$ cat src/rtl/alu_sequencer.sv
// alu_sequencer: command-side driver for the 8-bit accumulator ALU.
// Takes one op/operand command at a time and drives the ALU control ports.
// It waits ALU_LAT cycles after the ISSUE cycle, then captures the result and
// returns it on a valid/ready response stream. Only one command is ever in flight.
module alu_sequencer #(
  parameter int ALU_LAT = 1,
  parameter int W       = 8
) (
  input  logic         clk,
  input  logic         rst,
  input  logic         cmd_valid,
  output logic         cmd_ready,
  input  logic [2:0]   cmd_op,
  input  logic         cmd_load,
  input  logic [W-1:0] cmd_a,
  input  logic [W-1:0] cmd_b,
  output logic         alu_on,
  output logic [2:0]   alu_in_sel,
  output logic [W-1:0] alu_num1,
  output logic [W-1:0] alu_num2,
  output logic [6:0]   alu_out_sel,
  input  logic [W-1:0] alu_result,
  input  logic         alu_overflow,
  output logic         rsp_valid,
  input  logic         rsp_ready,
  output logic [W-1:0] rsp_data,
  output logic         rsp_err,
  output logic [7:0]   err_count,
  output logic         busy
);

  localparam logic [1:0] S_IDLE  = 2'd0;
  localparam logic [1:0] S_ISSUE = 2'd1;
  localparam logic [1:0] S_WAIT  = 2'd2;
  localparam logic [1:0] S_RESP  = 2'd3;

  localparam logic [2:0] OP_MULT  = 3'd6;
  localparam logic [2:0] OP_CLEAR = 3'd7;
  localparam logic [3:0] LAT_INIT = 4'(ALU_LAT);

  logic [1:0] state_reg;
  logic [2:0] op_reg;
  logic [3:0] cnt_reg;
  logic       accept;
  logic       rsp_fire;

  // Commands are taken only in IDLE, and never while reset is held.
  assign cmd_ready = (state_reg == S_IDLE) && !rst;
  assign alu_on    = !rst;
  assign busy      = (state_reg != S_IDLE);
  assign accept    = cmd_valid && cmd_ready;
  assign rsp_fire  = rsp_valid && rsp_ready;

  // Control FSM: the operand and selector registers double as the command latch.
  always_ff @(posedge clk) begin
    if (rst) begin
      state_reg   <= S_IDLE;
      op_reg      <= 3'd0;
      cnt_reg     <= 4'd0;
      alu_in_sel  <= 3'b000;
      alu_out_sel <= 7'd0;
      alu_num1    <= '0;
      alu_num2    <= '0;
      rsp_valid   <= 1'b0;
      rsp_data    <= '0;
      rsp_err     <= 1'b0;
      err_count   <= 8'd0;
    end else begin
      case (state_reg)
        S_IDLE: begin
          if (accept) begin
            op_reg    <= cmd_op;
            state_reg <= S_ISSUE;
            if (cmd_op == OP_CLEAR) begin
              alu_in_sel  <= 3'b100;
              alu_num1    <= '0;
              alu_num2    <= '0;
              alu_out_sel <= 7'd0;
            end else begin
              alu_in_sel  <= cmd_load ? 3'b010 : 3'b001;
              alu_num1    <= cmd_load ? cmd_a : '0;
              alu_num2    <= cmd_b;
              alu_out_sel <= 7'b1 << cmd_op;
            end
          end
        end
        S_ISSUE: begin
          // Input selector is a one-cycle strobe.
          alu_in_sel <= 3'b000;
          cnt_reg    <= LAT_INIT;
          if (op_reg == OP_CLEAR) begin
            // CLEAR has no ALU result to wait for.
            rsp_data  <= '0;
            rsp_err   <= 1'b0;
            rsp_valid <= 1'b1;
            state_reg <= S_RESP;
          end else begin
            state_reg <= S_WAIT;
          end
        end
        S_WAIT: begin
          cnt_reg <= cnt_reg - 4'd1;
          if (cnt_reg == 4'd1) begin
            // Counter reaches zero on this edge: capture, then release the ALU controls.
            rsp_data    <= alu_result;
            rsp_err     <= alu_overflow && (op_reg == OP_MULT);
            rsp_valid   <= 1'b1;
            alu_out_sel <= 7'd0;
            alu_num1    <= '0;
            alu_num2    <= '0;
            state_reg   <= S_RESP;
          end
        end
        S_RESP: begin
          if (rsp_fire) begin
            rsp_valid <= 1'b0;
            state_reg <= S_IDLE;
            if (rsp_err && (err_count != 8'hFF)) begin
              err_count <= err_count + 8'd1;
            end
          end
        end
        default: state_reg <= S_IDLE;
      endcase
    end
  end

endmodule

$ cat config.mk
export PLATFORM = sky130hd
export DESIGN_NAME = alu_sequencer
export DESIGN_NICKNAME = d
export VERILOG_FILES = /design/src/rtl/alu_sequencer.sv
export SDC_FILE = /design/constraint.sdc
export NUM_CORES = 1
export LEC_CHECK = 0
export BUFFER_PORTS_ARGS = -buffer_cell sky130_fd_sc_hd__buf_2
export CAP_MARGIN = 20
export CORE_MARGIN = 4
export CORE_UTILIZATION = 32
export DETAILED_ROUTE_END_ITERATION = 6
export HOLD_SLACK_MARGIN = 0.02
export PLACE_DENSITY_LB_ADDON = 0.12
export SLEW_MARGIN = 20
export SYNTH_ARGS = -nofsm -noshare
export SYNTH_HDL_FRONTEND = slang
export SYNTH_SLANG_ARGS = --single-unit
$ cat constraint.sdc
create_clock -name clk -period 1.8 [get_ports clk]
set_clock_uncertainty 0.05 [all_clocks]
set_input_delay 0.09 -clock clk [delete_from_list [all_inputs] [get_ports clk]]
set_output_delay 0.09 -clock clk [all_outputs]
set_load 0.1 [all_outputs]
## Word level (Yosys, flattened, before mapping)

Index checks and enable logic that the tools add are counted.

- Bits in registers: 53
- Output and inout bits: 47

- Add/sub/neg operators: 2
- Eq/ne operators: 12
- Shift-type cells: 1
- Muxes and demuxes: 32
- Reductions and logical operators: 19

Operators with widths:

| kind | number |
|---|---|
| $mux W8 | 8 |
| $pmux W8 S2 | 3 |
| $mux W7 | 3 |
| $pmux W7 S2 | 1 |
| $reduce_and A3 Y1 | 4 |
| $eq A3 B3 Y1 const B | 3 |
| $add A8 B1 Y8 const B | 1 |
| $mux W2 | 4 |
| $ne A2 B2 Y1 const B | 4 |
| $ne A8 B8 Y1 const B | 1 |
| $pmux W2 S4 | 1 |
| $pmux W4 S2 | 1 |
| $reduce_bool A2 Y1 | 4 |
| $shl A1 B3 Y7 const A | 1 |
| $mux W1 | 6 |
| $mux W3 | 2 |
| $pmux W3 S2 | 1 |
| $logic_and A1 B1 Y1 | 5 |
| $eq A2 B2 Y1 const B | 2 |
| $eq A4 B1 Y1 const B | 1 |
| $reduce_and A2 Y1 | 2 |
| $reduce_and A4 Y1 | 1 |
| $sub A4 B1 Y4 const B | 1 |
| $pmux W1 S3 | 1 |
| 5 further kinds | 5 |

## Longest topological paths before layout

Gate-level depths: netlist of run 1.

- Depth in word-level cells: 5
- Depth in mapped cells: 8
- Gate-level depth less buffers: 6

## Worst setup path before layout of run 1

No wires, ideal clock.

- Path type: reg2out
- Start point: register state_reg[0]
- End point: output port cmd_ready
- Data arrival time: 2.502 ns
- Data required time: 1.660 ns
- Setup slack: -0.842 ns
- Stages on the path, launching flop included: 5
- Buffers on the path: 0
- Cells stage by stage: dfxtp_1 inv_1 ha_1 inv_1 nor2_1

- Word-level cells in the longest chain between the ends: 2

RTL lines:

| item | line | text |
|---|---|---|
| start: declaration | 41 | `logic [1:0] state_reg;` |
| start signal: assignment | 57 | `state_reg <= S_IDLE;` |
| start signal: assignment | 73 | `state_reg <= S_ISSUE;` |
| start signal: assignment | 96 | `state_reg <= S_RESP;` |
| $logic_not A2 Y1 | 48 | `assign cmd_ready = (state_reg == S_IDLE) && !rst;` |
| $logic_and A1 B1 Y1 | 48 |  |
| end: declaration | 12 | `output logic cmd_ready,` |

Every way passes these cells.

## Worst setup path after layout of run 1

- Start point: register cnt_reg[1]
- End point: register state_reg[0]

- Word-level cells in the longest chain between the ends: 3

RTL lines:

| item | line | text |
|---|---|---|
| start: declaration | 43 | `logic [3:0] cnt_reg;` |
| start signal: assignment | 102 | `cnt_reg <= cnt_reg - 4'd1;` |
| $eq A4 B1 Y1 | 103 | `if (cnt_reg == 4'd1) begin` |
| $ne A2 B2 Y1 (no source line) | n/a |  |
| $reduce_and A3 Y1 (no source line) | n/a |  |
| end signal: assignment | 98 | `state_reg <= S_WAIT;` |
| end signal: assignment | 111 | `state_reg <= S_RESP;` |
| end signal: assignment | 117 | `state_reg <= S_IDLE;` |

Every way passes these cells.
A chain may end at the register's enable or synchronous reset.

==> summary by stage, run 1 <==
Yosys
In this run, synthesis inferred 0 flip-flops with an integrated enable. A synthesized cell averages between 8 and 9 um2. The netlist uses 42 different library cells.

The synthesis warning total is 0. Counting flops with an async set or reset pin after synthesis yields a share of 0%. Counting flops and latches in the post-synthesis netlist gives 53. The portion of the post-synthesis area used by sequential elements is about 45%. When the netlist entered floorplanning its net count stood at approximately 330. After synthesis the cells add up to 2380 um2. Synthesis produced a netlist whose cell count is ~280. Among all flip-flop cells after synthesis, the most frequent one is dfxtp_1.

Die
The floorplan die width is 94.2 um. The area of the core is roughly 7300 um2. The initialized floorplan defines 31 standard-cell rows. The number of top-level design ports is 80. For this configuration, the core starts out at a cell density of 32.8%. The full die area is 8880 um2. The die height is roughly 94 um.

Detailed routing
The count of nets left with antenna violations once routing finished came out at 0. The first TritonRoute pass finished after 4 iterations. The average wire per cell in the routed design is 12.9 um.

The total length of routed wires is ~6400 um. Using the TritonRoute via totals, the vias-per-cell ratio works out to 4.75. The total via count in the routed design is 2362. The DRC marker count from the first detailed-route iteration is 52. The number of remaining DRC errors is 0.

Setup path
The critical path capture point type is a register. Along the worst path, the maximum fanout reaches 4. The data arrival time of the critical path is approximately 2000 ps.

Counting both buffers and inverters, the worst setup path holds a total of 2. The sort of element at the start of the critical path is a register. The critical path class is register to register. The critical path goes through inv_2, ha_4, or3b_4, a222oi_1, buf_4, and4b_2, a211oi_2. The library cell contributing the largest single delay on the critical path is or3b_4. The family with the most delay on the worst path is simple AND/OR/NAND/NOR gates. At the worst endpoint, the required time is 1930 ps. The maximum cell stage delay along the critical path is around 400 ps. In this run the register-to-register setup slack is -70 ps.

Timing
Setup repair after global routing could not meet its margin everywhere. Headroom to the max-slew limit came out at 66.9%. The final-report setup violation count is 22. The time the worst path needs with I/O delays and setup is 1870 ps.

The hold violation count in the final report is 0. The worst path setup slack after routing is -73.9 ps. The number of pins with negative max-slew slack in the final report was 0.

Timing would allow up to 534 MHz. The setup TNS is -450 ps. The final critical-path share of the clock period is 104%. The worst-margin pin slew is 500 ps.

Outcome
The run finished, with violations left. The final reports fail on negative setup slack.

Clocking
The clock reaches the later pin of the worst-skew pair after 300 ps. The TritonCTS clock tree is done. The clock-pin slew of the registers on the worst-case setup and hold paths is 100 ps. The clock passes through at most 2 buffers. CTS saw 53 sinks.

In this run the number of H-tree levels came out at 2. The clock root buffer master is clkbuf_8. In this run, CTS created clock tree buffers numbering 5.

Finish
The net count reported at finish is 438. The repair_antennas step left the layout with diodes totalling 0. The layout filler cell count is 719. Leaving out fill and tap cells, the most frequent cell in the layout is buf_2. The area growth from synthesis to layout is 46.6%. In the layout the commonest cells are 77 x buf_2, 39 x dfxtp_1, 36 x nand2_1.

In the final layout, the share of cells above drive strength 1 is 36.4%.

Power and ir drop
Across the VDD grid, the largest voltage drop is 1.06 mV. For this design the static power due to leakage is 1.53 nW. The power per unit of standard cell area is 1380 nW/um2.

Hold path
The type of the worst min-delay path is input pin to register.

GRT
The number of antenna violations at the first check in global routing came to 0. The via count of the first global-routing pass came to 2344. The overall routing resource usage is 14.7%.

Entering global routing, the biggest net connects 44 pins. For this run the aggregate overflow at the end of global routing stands at 0. The first global-routing pass estimated 10500 um of wire.

Job
Max-cap violations in this run came to 0.

Placed design
After legalization and detailed placement, the total HPWL measured around 4400 um. Buffers placed on the I/O ports in this run total 79. The worst slack at placement is -74.5 ps. At the end of routability-driven placement, the weighted congestion stood at 0.781.
==> synthesized netlist by cell type, types with 5 or more instances <==
master    count  area share, %
nor2_1       27            4.3
and2_1       10            2.6
mux2i_1      12            5.0
inv_1         9            1.4
clkbuf_1     14            2.2
o21ai_0       5            1.1
nand3_1      25            5.3
nand2_1      36            5.7
a21oi_1      31            6.5
ha_1          8            4.2
dfxtp_1      53             45
nand4_1       5            1.3
==> stage by stage <==
stage	utilization (%)	hold slack [ps]	cells	area (um2)	power [W]
6_report	48.1	37.9	497	3490	0.00481
5_1_grt	48.1	43.7	497	3490	0.00509
4_1_cts	47.4	22.7	496	3440	0.00480
3_5_place_dp	42.2	304	465	3060	0.00369
3_3_place_gp	42.2	298	465	3060	0.00369
2_1_floorplan	-	139	284	2400	0.00303
==> power breakdown <==
group	switching [W]	internal, W
sequential	0.0000912	0.00131
combinational	0.00158	0.000869
clock	0.000404	0.000553
==> final timing paths <==
| kind | depth (start not counted) | start | endpoint |
|---|---|---|---|
| setup reg to reg | 7 | cnt_reg[1]$_SDFFE_PP0P_ | state_reg[0]$_SDFFE_PP0P_ |
| setup / recovery | 7 | cnt_reg[1]$_SDFFE_PP0P_ | state_reg[0]$_SDFFE_PP0P_ |
| hold reg to reg | 2 | alu_num2[2]$_SDFFE_PP0P_ | alu_num2[2]$_SDFFE_PP0P_ |
| hold / removal | 3 | cmd_op[1] | op_reg[1]$_SDFFE_PP0P_ |
==> timing repair <==
action	CTS	global route
pin swaps	5	13
cloned	3	0
gates resized for setup	10	12
endpoints found under the setup margin	24	38
hold buffers	18	0
endpoints found under the hold margin	18	0
setup buffers	2	1
==> cells by family (layout without fill, tap and decap cells) <==
kind of cell | after synthesis | count (layout) | synth area share, %
AO/OA/AOI/OAI | 53 | 53 | 13.9
XOR/XNOR | 1 | 1 | 0.368
adder cells (fa/ha/maj) | 8 | 8 | 4.21
buffers and inverters | 26 | 140 | 4.26
flip-flops | 53 | 53 | 44.6
multiplexers | 12 | 12 | 5.05
AND/OR/NAND/NOR | 131 | 131 | 27.7
==> per-layer routing <==
metal / wire (um) / GRT usage (%)
met1: 2990 / 17.8
met4: 65 / 4.93
met5: 0 / 0
met2: 3030 / 25.5
met3: 334 / 3.21
==> tightest hold or removal path: stages <==
cell and delay (ps):
buf_2 150, nand2_1 70, nand2_1 40
==> area by class of cell <==
cell class | count | area [um2] | share of cell area, %
clock buffer | 5 | 68.8 | 1.97
clock inverter | 3 | 65.1 | 1.86
inverter | 9 | 33.8 | 0.968
multi-input combinational | 205 | 1270 | 36.5
sequential | 53 | 1080 | 30.9
tap | 99 | 124 | 3.55
timing repair buffer | 123 | 845 | 24.2
Power figures use the tool's default switching activity.
==> run 2, diff against run 1 <==
==> constraint.sdc (replaced) <==
create_clock -name clk -period 1.8 [get_ports clk]
set_clock_uncertainty 0.05 [all_clocks]
set_input_delay 0.54 -clock clk [delete_from_list [all_inputs] [get_ports clk]]
set_output_delay 0.54 -clock clk [all_outputs]
set_load 0.1 [all_outputs]
==> summary by stage, run 2 (same netlist as run 1, synthesis figures left out) <==
Outcome
The flow ran to the end, but the final reports show violations. The checks that failed: negative setup slack.

Finish
The number of diodes added for antenna fixing is 0 (unchanged). The layout filler cell count is 736 (+2.4%). The register cell area after layout is 1080 um2 (+0.46%). The area growth from synthesis to layout is 41.5%. The total area of multi-input combinational cells is 1310 um2 (+2.6%).

The net count reported at finish is 424 (-3.2%). The area of all placed cells without fillers is 3370 um2 (-3.5%). The top cell types in the final layout, fill and taps aside, are 75 x buf_2, 39 x dfxtp_1, 35 x nand2_1.

The share of final-layout standard cells stronger than drive strength 1 is 40.2% (+3.8 points). The library cell used most frequently in the layout, excluding fill and tap cells, is buf_2.

Detailed routing
The number of remaining DRC errors was 0 (unchanged). The detailed-routing iteration count for the pre-antenna-repair pass is 4 (unchanged). The total length of routed wires is 6210 um (-3.3%). The total via count in the routed design is 2318 (-1.9%). The average wire per cell in the routed design is 12.9 um (-0.24%).

The average vias per placed instance is 4.81 (+1.2%). The DRC marker count from the first detailed-route iteration was 71 (+37%). The final antenna-violating net count is 0 (unchanged).

Die
The placement row count is 31 (unchanged). The area of the core is 7250 um2 (unchanged). The effective utilization at floorplan is 32.8% (unchanged).

The full die area is 8880 um2 (unchanged). The floorplan die width was 94.2 um (unchanged). The number of top-level design ports is 80 (unchanged). The die height is 94.2 um (unchanged).

Clocking
The TritonCTS clock tree is done. The TritonCTS sink count is 53 (unchanged). The H-tree depth reported by CTS is 2 (unchanged). The clock root buffer master is clkbuf_8. The number of buffers added by the clock tree synthesis step is 5 (unchanged).

The clock-pin slew of the registers on the worst-case setup and hold paths was 90 ps (about the same). The insertion delay of the later-clocked pin in the worst-skew pair is 300 ps (about the same). The maximum clock path buffer count was 2 (unchanged).

Setup path
The required arrival time at the worst endpoint is 1990 ps (+60 ps). The largest fanout on the critical path is 4 (unchanged). The data arrival time of the critical path is 2110 ps (+100 ps). The worst setup path is launched from a register.

The maximum cell stage delay along the critical path is 390 ps (about the same). The critical path class is register to register. The library cell contributing the largest single delay on the critical path is or3b_4. The critical path goes through inv_2, ha_4, or3b_4, buf_4, a221o_2, or2_2, a21oi_2. The critical path capture point type is a register.

Timing
Setup repair after global routing could not meet its margin everywhere. The setup TNS is -372 ps (+78.0 ps). The number of pins with negative max-slew slack in the final report is 0 (unchanged).

The worst-margin pin slew is 507 ps (+6.43 ps). The final critical-path share of the clock period is 107% (+3.0 points). The worst slew margin relative to its limit is 66.5% (-0.43 points).

The time the worst path needs with I/O delays and setup was 1930 ps (+54.3 ps). The final-report setup violation count is 5 (-77%). The maximum operating frequency came to 519 MHz (-2.8%). The hold violation count in the final report was 0 (unchanged). The worst path setup slack after routing is -128 ps (-54.3 ps).

GRT
The overall routing resource usage was 13.8% (-0.88 points). The total grt overflow is 0 (unchanged). The number of antenna violations at the first check in global routing came to 0 (unchanged).

The via count of the first global-routing pass came to 2057 (-12%). The wire length of the first global-routing pass is 9800 um (-6.8%). The largest net degree at the start of global routing was 33 (-25%).

Placed design
The number of buffers inserted by port buffering is 79 (unchanged). The area of placed instances is 3070 um2 (+0.33%). The final weighted congestion in routability-driven placement is 0.751 (-3.9%). The placed wire-length estimate after detailed placement is 4420 um (+0.18%).

Power and ir drop
The overall power after layout is 0.00479 W (-0.31%). The leakage power of the design was 1.45 nW (-5.2%). The worst vdd rail ir drop is 0.660 mV (-38%).

The power per unit of standard cell area is 1420 nW/um2 (+3.3%).

Job
The number of max-cap violations is 0 (unchanged).

Hold path
The tightest min-delay check is of the register to register type.
run 2: cell type report:
type | count | share of cell area [%]
Timing Repair Buffer | 109 | 20.9
Clock buffer | 5 | 2.04
Sequential cell | 53 | 32.2
Multi-Input combinational cell | 205 | 38.8
Tap cell | 99 | 3.68
Clock inverter | 2 | 1.04
Inverter | 9 | 1.37
run 2: layer usage:
metal / GRT usage (%) / wire (um)
met2: 23.5 / 3000
met1: 17.2 / 2800
met4: 4.33 / 77
met5: 0 / 0
met3: 3.21 / 333
run 2: report_power, final:
part / switching [W] / total [W] / internal [W]
clock network: 0.000387 / 0.000792 / 0.000405
logic: 0.00164 / 0.00259 / 0.000946
registers: 0.0000898 / 0.00141 / 0.00132
run 2: through the flow:
| stage | util (%) | hold slack [ps] | worst slack [ps] | instances |
|---|---|---|---|---|
| after floorplan | - | 411 | -478 | 284 |
| after global placement | 42.3 | 386 | 1.40 | 463 |
| after detailed placement | 42.3 | 390 | -18.6 | 463 |
| after CTS | 44.9 | 404 | -96.4 | 478 |
| after global routing | 46.4 | 417 | -189 | 482 |
| final | 46.4 | 399 | -128 | 482 |
run 2: worst paths after layout:
kind                             from                  endpoint  slack [ps]  cells past startpoint
max           cnt_reg[1]$_SDFFE_PP0P_    rsp_valid$_SDFFE_PP0P_        -130                      7
max reg2reg   cnt_reg[1]$_SDFFE_PP0P_    rsp_valid$_SDFFE_PP0P_        -130                      7
min          alu_num2[2]$_SDFFE_PP0P_  alu_num2[2]$_SDFFE_PP0P_         400                      2
min reg2reg  alu_num2[2]$_SDFFE_PP0P_  alu_num2[2]$_SDFFE_PP0P_         400                      2
run 2: timing repair:
| action | CTS | global route |
|---|---|---|
| endpoints found under the hold margin | 0 | 0 |
| endpoints found under the setup margin | 10 | 40 |
| hold buffers | 0 | 0 |
| pin swaps | 4 | 10 |
| buffers inserted | 7 | 3 |
| gates resized for setup | 9 | 20 |
| cloned | 1 | 1 |
run 2: critical path: cells and delay by family, from the launching register on:
family	cells	cell delay [ps]
simple gates	2	670
buf+inv	2	220
compound gates	2	480
fa+ha+maj	1	110
flops	1	330
